`config.mk`:
```
export PLATFORM = sky130hd
export DESIGN_NAME = multi_clk_gen
export DESIGN_NICKNAME = d
export VERILOG_FILES = /design/src/rtl/multi_clk_gen.sv
export SDC_FILE = /design/constraint.sdc
export NUM_CORES = 1
export LEC_CHECK = 0
export ABC_AREA = 1
export ABC_CLOCK_PERIOD_IN_PS = 15300
export CORE_UTILIZATION = 30
export CTS_CLUSTER_DIAMETER = 40
export DETAILED_ROUTE_END_ITERATION = 10
export PLACE_DENSITY_LB_ADDON = 0.25
export SYNTH_ARGS = -nofsm -noshare
export SYNTH_HDL_FRONTEND = slang
export SYNTH_SLANG_ARGS = --single-unit
```
`constraint.sdc`:
```
create_clock -name clk_board -period 15.3 [get_ports clk_board]
set_input_delay 3.06 -clock clk_board [delete_from_list [all_inputs] [get_ports clk_board]]
set_output_delay 3.06 -clock clk_board [all_outputs]
set_load 0.01 [all_outputs]
```
`src/rtl/multi_clk_gen.sv`:
```
// multi_clk_gen: N-channel runtime-programmable clock/tick generator.
// Each channel is an integer divider or an NCO; config changes land on period boundaries.
module multi_clk_gen #(
  parameter int N_CH    = 4,
  parameter int DIV_W   = 16,
  parameter int ACC_W   = 24,
  parameter int RST_DIV = 4,
  parameter int CH_W    = 2
) (
  input  logic             clk_board,
  input  logic             reset,
  input  logic             enable,
  input  logic [N_CH-1:0]  ch_en,
  input  logic             wr_en,
  input  logic [CH_W-1:0]  wr_ch,
  input  logic             wr_mode,
  input  logic [ACC_W-1:0] wr_data,
  output logic [N_CH-1:0]  cfg_pending,
  output logic [N_CH-1:0]  clk_out,
  output logic [N_CH-1:0]  tick
);

  localparam logic [DIV_W-1:0] RST_D    = (RST_DIV < 2) ? DIV_W'(2) : DIV_W'(RST_DIV);
  localparam logic [DIV_W-1:0] RST_CNT  = RST_D - DIV_W'(1);
  localparam logic [ACC_W-1:0] RST_DATA = ACC_W'(RST_DIV);

  // Divisors of 0 and 1 behave as 2 so the output always toggles.
  function automatic logic [DIV_W-1:0] eff_div(input logic [ACC_W-1:0] data);
    logic [DIV_W-1:0] d;
    d = data[DIV_W-1:0];
    return (d < DIV_W'(2)) ? DIV_W'(2) : d;
  endfunction

  for (genvar i = 0; i < N_CH; i++) begin : g_ch
    logic             act_mode, sh_mode, pend, clk_q, tick_q;
    logic [ACC_W-1:0] act_data, sh_data, acc;
    logic [DIV_W-1:0] cnt;

    logic             act_mode_nx, sh_mode_nx, pend_nx, clk_nx, tick_nx;
    logic [ACC_W-1:0] act_data_nx, sh_data_nx, acc_nx;
    logic [DIV_W-1:0] cnt_nx;

    logic             wr_hit, running, carry, int_term, nco_idle, period_end, apply;
    logic             new_mode;
    logic [ACC_W-1:0] acc_sum, new_data;
    logic [DIV_W-1:0] d_cur, d_new, cnt_inc;

    assign wr_hit     = wr_en && (32'(wr_ch) == i);
    assign running    = enable && ch_en[i];
    assign d_cur      = eff_div(act_data);
    assign {carry, acc_sum} = {1'b0, acc} + {1'b0, act_data};
    assign int_term   = (cnt >= d_cur - DIV_W'(1));
    assign cnt_inc    = int_term ? '0 : cnt + DIV_W'(1);
    assign nco_idle   = act_mode && (act_data == '0);
    assign period_end = act_mode ? carry : int_term;

    // A zero-increment NCO has no period in flight, so it may take new config at once.
    assign apply    = pend && (!running || period_end || nco_idle);
    assign new_mode = apply ? sh_mode : act_mode;
    assign new_data = apply ? sh_data : act_data;
    assign d_new    = eff_div(new_data);

    always_comb begin
      act_mode_nx = new_mode;
      act_data_nx = new_data;
      sh_mode_nx  = wr_hit ? wr_mode : sh_mode;
      sh_data_nx  = wr_hit ? wr_data : sh_data;
      pend_nx     = wr_hit | (pend & ~apply);
      cnt_nx      = cnt;
      acc_nx      = acc;
      clk_nx      = clk_q;
      tick_nx     = 1'b0;

      if (!ch_en[i]) begin
        cnt_nx = d_new - DIV_W'(1);
        acc_nx = '0;
        clk_nx = 1'b0;
      end else if (!enable) begin
        if (apply) begin
          cnt_nx = d_new - DIV_W'(1);
          acc_nx = '0;
        end
      end else if (!act_mode) begin
        tick_nx = int_term;
        if (apply && new_mode) begin
          acc_nx = '0;
          clk_nx = 1'b0;
        end else begin
          // On an int->int apply cnt_inc is already 0 and d_new is the new divisor.
          cnt_nx = cnt_inc;
          clk_nx = (cnt_inc < (d_new >> 1));
        end
      end else if (nco_idle) begin
        clk_nx = 1'b0;
        if (apply) begin
          cnt_nx = d_new - DIV_W'(1);
          acc_nx = '0;
        end
      end else begin
        tick_nx = carry;
        if (apply && !new_mode) begin
          cnt_nx = '0;
          acc_nx = '0;
          clk_nx = 1'b1;
        end else begin
          acc_nx = acc_sum;
          clk_nx = acc_sum[ACC_W-1];
        end
      end
    end

    always_ff @(posedge clk_board or negedge reset) begin
      if (!reset) begin
        act_mode <= 1'b0;
        act_data <= RST_DATA;
        sh_mode  <= 1'b0;
        sh_data  <= RST_DATA;
        pend     <= 1'b0;
        cnt      <= RST_CNT;
        acc      <= '0;
        clk_q    <= 1'b0;
        tick_q   <= 1'b0;
      end else begin
        act_mode <= act_mode_nx;
        act_data <= act_data_nx;
        sh_mode  <= sh_mode_nx;
        sh_data  <= sh_data_nx;
        pend     <= pend_nx;
        cnt      <= cnt_nx;
        acc      <= acc_nx;
        clk_q    <= clk_nx;
        tick_q   <= tick_nx;
      end
    end

    assign cfg_pending[i] = pend;
    assign clk_out[i]     = clk_q;
    assign tick[i]        = tick_q;
  end

endmodule
```
### Word level (Yosys, flattened, before mapping)

Cells that the tools add are included.

* magnitude comparators: 16
* shift operators: 0
* multipliers: 0
* divide/modulo/power cells: 0
* add/sub/neg operators: 16
* eq/ne operators: 19
* bitwise logic cells: 12
* reduce and logical (&&, ||, !) cells: 49
* multiplexer cells: 120

Operator list (number)
* $mux W16: 44
* $mux W24: 28
* $lt A16 B2 Y1 const B: 8
* $sub A16 B1 Y16 const B: 8
* $add A24 B24 Y25: 4
* $logic_not A24 Y1: 4
* $add A16 B1 Y16 const B: 4
* $ge A16 B16 Y1: 4
* $lt A16 B15 Y1: 4
* $mux W1: 48
* $logic_and A1 B1 Y1: 24
* $ne A5 B3 Y1 const B: 4
* $ne A4 B2 Y1 const B: 4
* $ne A4 B4 Y1 const B: 4
* $logic_not A1 Y1: 8
* $logic_or A1 B1 Y1: 8
* $ne A2 B2 Y1 const B: 4
* $reduce_and A2 Y1: 4
* $and A1 B1 Y1: 4
* $eq A2 B2 Y1 const B: 2
* $not A1 Y1: 4
* $or A1 B1 Y1: 4
* $eq A2 B1 Y1 const B: 1
* $logic_not A2 Y1: 1

* output and inout port bits: 12
* ROM bits: 0
* memories kept: 0
* latch bits: 0
* bits in writable memories: 0
* input bits: 35
* flip-flop bits (word level): 372

### Longest topological paths before layout

Gate-level depths: netlist (run 1).

* word-level depth: 17
* depth in mapped cells: 42

### Worst setup path after synthesis (run 1)

Ideal clock, no wire load.

* path type: input port to flip-flop
* start point: input port ch_en[2]
* end point: register g_ch[2].cnt[14]
* path slack: 9.821 ns
* buffers on the path: 2
* library setup time: 0.087 ns
* arrival: 5.392 ns
* data required time: 15.213 ns
* cell stages on the path: 21
* cell sequence: nand2_1 > nor2_2 > nand3_4 > buf_4 > buf_6 > nand3_1 > nand2_1 > nor2_1 > nand2_1 > nor2_1 > nand2_1 > nand2_1 > ha_1 > nand2_1 > nor2_1 > nand2_1 > nor2_1 > nand3_1 > xor2_1 > nand2_1 > a22oi_1

* word-level cells in the longest chain between the ends: 14
* elaborated cells between the ends (all ways): 21

RTL lines
* start: declaration: line 13 `input logic [N_CH-1:0] ch_en,`
* $logic_and A1 B1 Y1 *: line 49 `assign running = enable && ch_en[i];`
* $logic_not A1 Y1 *: line 58 `assign apply = pend && (!running || period_end || nco_idle);`
* $logic_or A1 B1 Y1 * (2 in a row): line 58
* $logic_and A1 B1 Y1 *: line 58
* $mux W16 *: line 60 `assign new_data = apply ? sh_data : act_data;`
* named net g_ch[2].act_data_nx[12]: line 40 `logic [ACC_W-1:0] act_data_nx, sh_data_nx, acc_nx;`
* $lt A16 B2 Y1: line 31 `return (d < DIV_W'(2)) ? DIV_W'(2) : d;`
* $mux W16 *: line 31
* $sub A16 B1 Y16 *: line 75, 80, 96
* $mux W16: line 79, 95
* $mux W16: line 93 `end else if (nco_idle) begin`
* $mux W16: line 83 `end else if (!act_mode) begin`
* $mux W16: line 78 `end else if (!enable) begin`
* $mux W16 *: line 74 `if (!ch_en[i]) begin`
* end signal: assignment: line 129 `cnt <= cnt_nx;`
* end: declaration: line 37 `logic [DIV_W-1:0] cnt;`

Mark *: on every way through the listed nets, which the timed path passes. The rest lies on a longest branch.
A chain may end at the register's enable or synchronous reset.

### Worst setup path after layout (run 1)

* start point: register g_ch[3].act_data[8]
* end point: register g_ch[3].cnt[5]

* word-level cells in the longest chain between the ends: 17
* elaborated cells between the ends (all ways): 29

RTL lines
* start: declaration: line 36 `logic [ACC_W-1:0] act_data, sh_data, acc;`
* start signal: assignment: line 125 `act_data <= act_data_nx;`
* $lt A16 B2 Y1: line 31
* $mux W16: line 31
* $sub A16 B1 Y16: line 52 `assign int_term = (cnt >= d_cur - DIV_W'(1));`
* $ge A16 B16 Y1: line 52
* $mux W1: line 55 `assign period_end = act_mode ? carry : int_term;`
* $logic_or A1 B1 Y1 (2 in a row): line 58
* $logic_and A1 B1 Y1: line 58
* $mux W16: line 60
* $lt A16 B2 Y1: line 31
* $mux W16: line 31
* $sub A16 B1 Y16: line 75, 80, 96
* $mux W16: line 79, 95
* $mux W16: line 93
* $mux W16: line 83
* $mux W16: line 78
* $mux W16: line 74
* end signal: assignment: line 129
* end: declaration: line 37

Several ways; a longest one is shown, not always the timed one. The select of a mux whose other input is x is not followed.

==> results_dict.tcl, run 1 <==
set metrics [dict create \
    clock.fmax_mhz 139.7 \
    avgRoutedWirePerCell_um 17.19 \
    setup-tns-final_ns 0 \
    post-synth-top-area-fraction_pct 31.80 \
    grt_max_degree 160 \
    slew_violations 0 \
    grt_pass1_wl_um 142200 \
    drt-initial-drc-count 1807 \
    status "completed" \
    ys.flop_type "dfrtp_1" \
    crit_slowest_cell "nor2_1" \
    post_cts_buffers 0 \
    hold_violations 0 \
    placed_cell_area_um2 29610 \
    stdcell_count 5240 \
    placed_cells 5076 \
    grt_pass1_vias 25195 \
    relSlewSlack_pct 19.38 \
    ys_async_sr_fraction_pct 100.0 \
    grt_usage_pct 19.02 \
    min_period_over_period_pct 46.80 \
    setup_viol 0 \
    cts_tree "yes" \
    via_per_inst 4.942 \
    peakVddDrop_mv 0.1058 \
    arrival_ns 7.72 \
    leakagePower_nw 15.85 \
    synth.most_common_cell "nand2_1" \
    clkLatencyLatePin_ns 0.63 \
    synth_cell_type_count 63 \
    gp_congestion 0.9231 \
    cts_buffers 86 \
    portBuffers 46 \
    first_pass_iters 6 \
    ctsResizeCount 0 \
    ioPinCount 47 \
    stdcell_area_um2 32650 \
    die-height_um 307.6 \
    path_class "register to register" \
    start_kind "register" \
    ant_nets 0 \
    die_w_um 307.6 \
    num_rows 111 \
    initial_core_util_pct 30.42 \
    max_stage_delay_ns 0.66 \
    synth_area_leaders "dfrtp_1, nand2_1, ha_1" \
    fill_cells 9773 \
    h-tree-depth 3 \
    clk_pin_slew_worst_paths_ns 0.05 \
    cp.required_ns 15.86 \
    syn2layout_area_growth_pct 16.54 \
    synth_top_area_cell "dfrtp_1" \
    clk_path_buf_depth 3 \
    hold_class "register to register" \
    grt_setup_unrepaired "false" \
    hpwlAfterDp_um 67340 \
    p_per_area_nw_per_um2 211.1 \
    clockRootBuffer "clkbuf_16" \
    final_nets 4188 \
    gr-total-overflow 0 \
    syn_nets 4147 \
    core_area_um2 92080 \
    drc 0 \
    synthTopCellsByCount "nand2_1, inv_1, o21ai_0" \
    dieArea_um2 94600 \
    postCtsHoldBufs 0 \
    synth-edff-count 0 \
    yosysWarningCount 0 \
    routed_wl_um 90090 \
    tightest_slew_ns 1.205 \
    min_period_ns 7.160 \
    critPathCaptureType "register" \
    cts.sinks 372 \
    cp_max_fo 32 \
    clock_skew_ns 0.02624 \
    crit_top_cell "nand2_1" \
    max_cap_viol_count 0 \
    drive_gt1_share_pct 7.386 \
    hold-worst-slack_ns 0.4623 \
    synth_area_per_cell_um2 7.220 \
    syn_area_um2 28010 \
    ys_seq_elements 372 \
    synthCells 3880 \
    antenna_found_initial 4 \
    synth_seq_area_share_pct 33.30 \
    vias 25897 \
]
-- final cells by class --
cell class	count	area [um^2]	area share (%)
diodes	3	7.507	0.02299
clock buffers	107	2364	7.239
clock inverters	54	663.1	2.031
inverters	449	1685	5.162
multi-input cells	2949	16440	50.35
flip-flops and latches	372	9329	28.57
well taps	1243	1555	4.764
repair buffers	63	605.6	1.855
-- per-layer routing --
metal	share of wire [%]	track usage (%)	vias to the layer above	wire length [um]
met3	5.2	3.028	128	4674
met1	48	26.48	12135	43190
met5	0	0	-	0
li1	-	-	13057	-
met2	45	30.25	577	40330
met4	2.1	5.426	0	1902
-- final timing paths --
check / from / endpoint / slack (ns) / depth (start not counted)
setup / recovery: g_ch[3].act_data[8] / g_ch[3].cnt[5] / 8.14 / 28
hold / removal: g_ch[0].sh_data[23] / g_ch[0].act_data[23] / 0.46 / 2
setup reg to reg: g_ch[3].act_data[8] / g_ch[3].cnt[5] / 8.14 / 28
hold reg to reg: g_ch[0].sh_data[23] / g_ch[0].act_data[23] / 0.46 / 2
max in group asynchronous: reset / g_ch[2].acc[10] / 10.61 / 3
min in group asynchronous: reset / g_ch[0].cnt[10] / 2.45 / 1
-- sequential cells by signal, summed over array words and instances, names as in the netlist --
signal         count
g_ch.acc          96
g_ch.sh_mode       4
g_ch.sh_data      96
g_ch.cnt          64
g_ch.clk_q         4
g_ch.pend          4
g_ch.tick_q        4
g_ch.act_mode      4
g_ch.act_data     96
-- critical path, delay by kind of cell (launching register included) --
| kind | cells | cell delay (ns) |
|---|---|---|
| AND/OR/NAND/NOR | 19 | 4.76 |
| buffers and inverters | 5 | 0.96 |
| adder cells (fa/ha/maj) | 2 | 0.48 |
| flip-flops | 1 | 0.45 |
| AO/OA/AOI/OAI | 2 | 0.39 |
-- kinds of logic after synthesis --
logic type               count (synthesis)  share of synthesized area (%)
adder cells (fa/ha/maj)                232                          10.47
AND/OR/NAND/NOR                       1731                          26.80
AO/OA/AOI/OAI                          838                          16.77
buffers and inverters                  559                          8.035
flip-flops                             372                          33.30
XOR/XNOR                               148                          4.627
-- power breakdown --
part | internal (mW) | switching, mW
sequential | 1.30 | 0.415
combinational | 1.16 | 2.09
clock | 1.30 | 0.631
-- per-stage QoR --
| step | util [%] | power, mW | setup slack, ns |
|---|---|---|---|
| global route | 35.45 | 7.499 | 7.299 |
| finish | 35.46 | 6.892 | 8.140 |
| CTS | 35.45 | 6.933 | 8.000 |
| floorplan | - | 4.010 | 9.821 |
| detailed placement | 32.16 | 4.952 | 7.638 |
| global placement | 32.16 | 4.945 | 7.692 |
-- cell usage in the layout, fill, tap and decap left out, drive strengths merged, types with 15 or more instances in the layout --
cell	count
ha	228
a31oi	32
inv	448
o21bai	21
clkbuf	107
a22oi	35
nand4	31
a21oi	247
o211ai	24
nand2	986
clkinv	33
a221oi	15
nor3	61
xor2	96
buf	18
dfstp	16
nand3b	22
nor2	370
nand3	222
clkdlybuf4s50	45
dfrtp	356
o21ai	405
xnor2	52
(Power assumes the default switching activity.)
==> run 2, diff against run 1 <==
--- a/config.mk
+++ b/config.mk
@@ -6,7 +6,7 @@
 export NUM_CORES = 1
 export LEC_CHECK = 0
 export ABC_AREA = 1
-export ABC_CLOCK_PERIOD_IN_PS = 15300
+export ABC_CLOCK_PERIOD_IN_PS = 7000
 export CORE_UTILIZATION = 30
 export CTS_CLUSTER_DIAMETER = 40
 export DETAILED_ROUTE_END_ITERATION = 10
==> constraint.sdc (replaced) <==
create_clock -name clk_board -period 7 [get_ports clk_board]
set_input_delay 1.4 -clock clk_board [delete_from_list [all_inputs] [get_ports clk_board]]
set_output_delay 1.4 -clock clk_board [all_outputs]
set_load 0.01 [all_outputs]
==> run 2 against run 1 <==
  * Setup slack got worse by 7.4 ns
  * Critical path type unchanged
  * Via count rose by 0.34%
  * Final area fell by 0.24%
  * Critical endpoint is now g_ch[1].cnt[14]
==> results_dict.tcl, run 2 (synthesis gave the netlist of run 1 again) <==
set metrics [dict create \
    status "completed" \
    drive_gt1_share_pct 7.546 \
    clk_path_buf_depth 3 \
    cts.sinks 372 \
    initial_core_util_pct 30.42 \
    grt_pass1_vias 25448 \
    rrSetupSlack_ns 0.74 \
    antenna_found_initial 3 \
    cpLargestDelayFamily "simple AND/OR/NAND/NOR gates" \
    grt_usage_pct 19.22 \
    start_kind "register" \
    arrival_ns 6.78 \
    clock.fmax_mhz 159.7 \
    postCtsHoldBufs 0 \
    max_cap_viol_count 0 \
    crit_slowest_cell "nor4_1" \
    setup-tns-final_ns 0 \
    min_period_ns 6.260 \
    drt-initial-drc-count 1889 \
    via_per_inst 4.954 \
    ant_nets 0 \
    h-tree-depth 3 \
    multi_input_area_um2 16440 \
    diodes 0 \
    first_pass_iters 7 \
    fill_cells 9779 \
    p_per_area_nw_per_um2 453.5 \
    cp_max_fo 36 \
    clock_skew_ns 0.03238 \
    grt_setup_unrepaired "false" \
    gr-total-overflow 0 \
    cts_buffers 80 \
    die_w_um 307.6 \
    hpwlAfterDp_um 68240 \
    relSlewSlack_pct 19.83 \
    syn2layout_area_growth_pct 16.26 \
    die-height_um 307.6 \
    cp_num_buf_inv 1 \
    gp_congestion 0.9312 \
    final_nets 4202 \
    dieArea_um2 94600 \
    vias 25986 \
    setup_viol 0 \
    hold_class "register to register" \
    drc 0 \
    reg_top3 "g_ch.acc x96, g_ch.act_data x96, g_ch.sh_data x96" \
    core_area_um2 92080 \
    grt_max_degree 161 \
    min_period_over_period_pct 89.43 \
    crit_top_cell "nand2_1" \
    hold-worst-slack_ns 0.4658 \
    clk_pin_slew_worst_paths_ns 0.06 \
    tightest_slew_ns 1.198 \
    path_class "register to register" \
    grt_pass1_wl_um 143900 \
    clkLatencyLatePin_ns 0.63 \
    max_stage_delay_ns 0.49 \
    routed_wl_um 90480 \
    final_cell_mix "nand2_1, inv_1, o21ai_0" \
    seq_area_um2 9329 \
    ioPinCount 47 \
    peakVddDrop_mv 0.1847 \
    clockRootBuffer "clkbuf_16" \
    cp.required_ns 7.52 \
    critPathCaptureType "register" \
    num_rows 111 \
    hold_violations 0 \
    dpl_worst_slack_ns 0.7382 \
    slew_violations 0 \
    cts_tree "yes" \
    portBuffers 46 \
    avgRoutedWirePerCell_um 17.25 \
    leakagePower_nw 15.86 \
    fin_ws_ns 0.7400 \
    layout_commonest_cell "nand2_1" \
]
[run 2: cell count changes in the layout (fill, tap and decap cells not counted), moves of 5 or more]
cell / delta
buf_4: +19
clkbuf_16: -7
clkinv_4: -8
clkinvlp_4: -5
inv_6: +8
[run 2: per-layer routing]
| layer | vias to the layer above | track usage, % | wire [um] |
|---|---|---|---|
| met2 | 594 | 30.21 | 40260 |
| met5 | - | 0 | 0 |
| met4 | 0 | 5.623 | 2032 |
| met3 | 122 | 3.207 | 5230 |
| met1 | 12201 | 26.88 | 42950 |
| li1 | 13069 | - | - |
[run 2: final cells by class]
cell class / count / share of cell area [%]
repair buffers: 83 / 2.359
clock inverters: 47 / 1.779
inverters: 449 / 5.182
flip-flops and latches: 372 / 28.64
well taps: 1243 / 4.775
multi-input cells: 2949 / 50.49
clock buffers: 102 / 6.773
[run 2: tightest hold or removal path: stages, from the launching register on]
cell	delay (ns)
dfrtp_1	0.34
nand2_1	0.05
nand2_1	0.04
[run 2: worst paths after layout]
check                                          start              endpoint  cells past startpoint
max in group asynchronous                      reset        g_ch[2].acc[8]                      2
worst min-delay path             g_ch[3].sh_data[20]  g_ch[3].act_data[20]                      2
min in group asynchronous                      reset       g_ch[0].cnt[11]                      1
worst max register to register  g_ch[1].act_data[11]       g_ch[1].cnt[14]                     35
worst min register to register   g_ch[3].sh_data[20]  g_ch[3].act_data[20]                      2
worst max-delay path            g_ch[1].act_data[11]       g_ch[1].cnt[14]                     35
[run 2: what timing repair did]
item | 4_1_cts | 5_1_grt
setup endpoints to repair | 0 | 2
resized for setup | 0 | 3
buffers inserted | 0 | 0
[run 2: per-stage QoR]
stage	power (mW)	utilization, %	area (um^2)	instances
2_1_floorplan	8.765	-	28010	3880
3_3_place_gp	10.79	32.34	29780	5096
3_5_place_dp	10.79	32.34	29780	5096
4_1_cts	14.87	35.36	32560	5245
5_1_grt	16.15	35.37	32570	5245
6_report	14.77	35.37	32570	5245
[run 2: power breakdown]
| part | switching [mW] | leakage, nW | internal [mW] |
|---|---|---|---|
| sequential | 0.907 | 4.77 | 2.84 |
| clock | 1.36 | 1.36 | 2.58 |
| combinational | 4.52 | 9.72 | 2.56 |
==> run 3, diff against run 2 <==
--- a/config.mk
+++ b/config.mk
@@ -10,7 +10,7 @@
 export CORE_UTILIZATION = 30
 export CTS_CLUSTER_DIAMETER = 40
 export DETAILED_ROUTE_END_ITERATION = 10
-export PLACE_DENSITY_LB_ADDON = 0.25
+export PLACE_DENSITY = 0.49
 export SYNTH_ARGS = -nofsm -noshare
 export SYNTH_HDL_FRONTEND = slang
 export SYNTH_SLANG_ARGS = --single-unit
==> run 3 against run 2 <==
  * Clock power grew 2%
  * Die area did not move
  * Utilization up 0.14 points
  * Largest power group unchanged
  * Critical path depth is 3 higher
  * Register-to-register slack lost 0.07 ns
  * Largest cell class unchanged
==> results_dict.tcl, run 3 (synthesis gave the netlist of run 1 again) <==
set metrics [dict create \
    status "completed" \
    fill_cells 9722 \
    wl_met2_um 41550 \
    grt_setup_unrepaired "false" \
    placed_cell_area_um2 29800 \
    postCtsHoldBufs 0 \
    num_rows 111 \
    placed_cells 5098 \
    grt_pass1_wl_um 147700 \
    seq_area_um2 9329 \
    start_kind "register" \
    crit_slowest_cell "dfrtp_1" \
    hold-worst-slack_ns 0.4609 \
    ant_nets 0 \
    crit_top_cell "nand2_1" \
    peakVddDrop_mv 0.1723 \
    p_per_area_nw_per_um2 455.9 \
    power.total_mw 14.91 \
    leakagePower_nw 15.89 \
    cp_max_fo 36 \
    clockRootBuffer "clkbuf_16" \
    drt-initial-drc-count 1781 \
    hold_violations 0 \
    gr-total-overflow 0 \
    tightest_slew_ns 1.096 \
    clock_skew_ns 0.02945 \
    fin_ws_ns 0.6703 \
    stdcell_count 5254 \
    drc 0 \
    setup_viol 0 \
    first_pass_iters 5 \
    hpwlAfterDp_um 69960 \
    initial_core_util_pct 30.42 \
    via_per_inst 4.959 \
    arrival_ns 6.86 \
    grt_pass1_vias 25284 \
    seqPwrFrac_pct 25.3 \
    final_nets 4207 \
    layout_commonest_cell "nand2_1" \
    hold_depth 2 \
    avgRoutedWirePerCell_um 17.77 \
    core_area_um2 92080 \
    reg2reg_depth 38 \
    max_stage_delay_ns 0.46 \
    dieArea_um2 94600 \
    antenna_found_initial 4 \
    comb_power_share_pct 47.7 \
    multi_input_area_um2 16470 \
    internal-power_mw 7.981 \
    setup-tns-final_ns 0 \
    dpl_worst_slack_ns 0.5572 \
    clock.fmax_mhz 158.0 \
    cp.required_ns 7.54 \
    pwr-share-clk_pct 27.0 \
    postLayoutCoreUtil_pct 35.51 \
    syn2layout_area_growth_pct 16.71 \
    die_w_um 307.6 \
    clk_path_buf_depth 3 \
    h-tree-depth 3 \
    p_sw_share_pct 46.46 \
    path_class "register to register" \
    grt_usage_pct 19.88 \
    vias 26053 \
    min_period_ns 6.330 \
    grt_max_degree 141 \
    hold_class "register to register" \
    met1_length_um 45760 \
    clkLatencyLatePin_ns 0.64 \
    gp_congestion 0.8974 \
    cts_buffers 83 \
    switchingPower_mw 6.924 \
    final_cell_mix "nand2_1, inv_1, o21ai_0" \
    critPathCaptureType "register" \
    ioPinCount 47 \
    routed_wl_um 93390 \
    drive_gt1_share_pct 7.905 \
    cts.sinks 372 \
    reg_top3 "g_ch.acc x96, g_ch.act_data x96, g_ch.sh_data x96" \
    relSlewSlack_pct 26.63 \
    topRoutingLayerUsed "met4" \
    clk_pin_slew_worst_paths_ns 0.06 \
    wl_met3_um 4282 \
    die-height_um 307.6 \
    min_period_over_period_pct 90.42 \
    portBuffers 46 \
    max_cap_viol_count 0 \
    stdcell_area_um2 32690 \
    slew_violations 0 \
    cts_tree "yes" \
]
[run 3: changes by cell type in the layout (fill, tap and decap cells not counted), moves of 3 or more]
cell / previous run / this run
clkinv_4: 2 / 10
clkbuf_16: 81 / 84
clkinvlp_4: 5 / 9
clkinv_2: 13 / 9
clkbuf_1: 11 / 6
inv_6: 13 / 16
[run 3: worst paths after layout]
kind | slack (ns) | start | endpoint
max reg2reg | 0.67 | g_ch[1].act_data[5] | g_ch[1].cnt[14]
min in group asynchronous | 0.88 | reset | g_ch[0].cnt[12]
max | 0.67 | g_ch[1].act_data[5] | g_ch[1].cnt[14]
min | 0.46 | g_ch[2].sh_data[16] | g_ch[2].act_data[16]
max in group asynchronous | 4.64 | reset | g_ch[2].cnt[12]
min reg2reg | 0.46 | g_ch[2].sh_data[16] | g_ch[2].act_data[16]
[run 3: cell type report]
class | instances | share of cell area [%]
flip-flops and latches | 372 | 28.53
multi-input cells | 2949 | 50.38
clock inverters | 57 | 1.936
diodes | 1 | 0.007654
clock buffers | 98 | 6.835
well taps | 1243 | 4.757
repair buffers | 85 | 2.396
inverters | 449 | 5.155
[run 3: per-layer routing]
layer	GRT usage [%]	vias to the layer above
met5	0	-
met4	4.593	0
met3	2.945	132
met2	31.51	563
met1	28.30	12275
li1	-	13083
[run 3: repair_timing]
action / CTS / global route
buffers inserted: 0 / 0
endpoints found under the setup margin: 0 / 8
gates resized for setup: 0 / 4
[run 3: worst max-delay path: cells and delay by family (launching register included)]
family	cells	cell delay [ns]
AOI/OAI and AO/OA	3	0.39
buffers and inverters	2	0.15
and+or+nand+nor	29	4.35
DFF	1	0.46
xor gates and xnor gates	1	0.18
adders and majority gates	3	0.69
[run 3: power by group through the flow]
stage	Sequential, mW	Clock (mW)	Combinational (mW)
finish	3.77	4.03	7.11
global placement	3.79	0	7.06
floorplan	3.38	0	5.38
detailed placement	3.78	0	7.06
global route	3.88	4.21	8.19
CTS	3.76	4.10	7.11
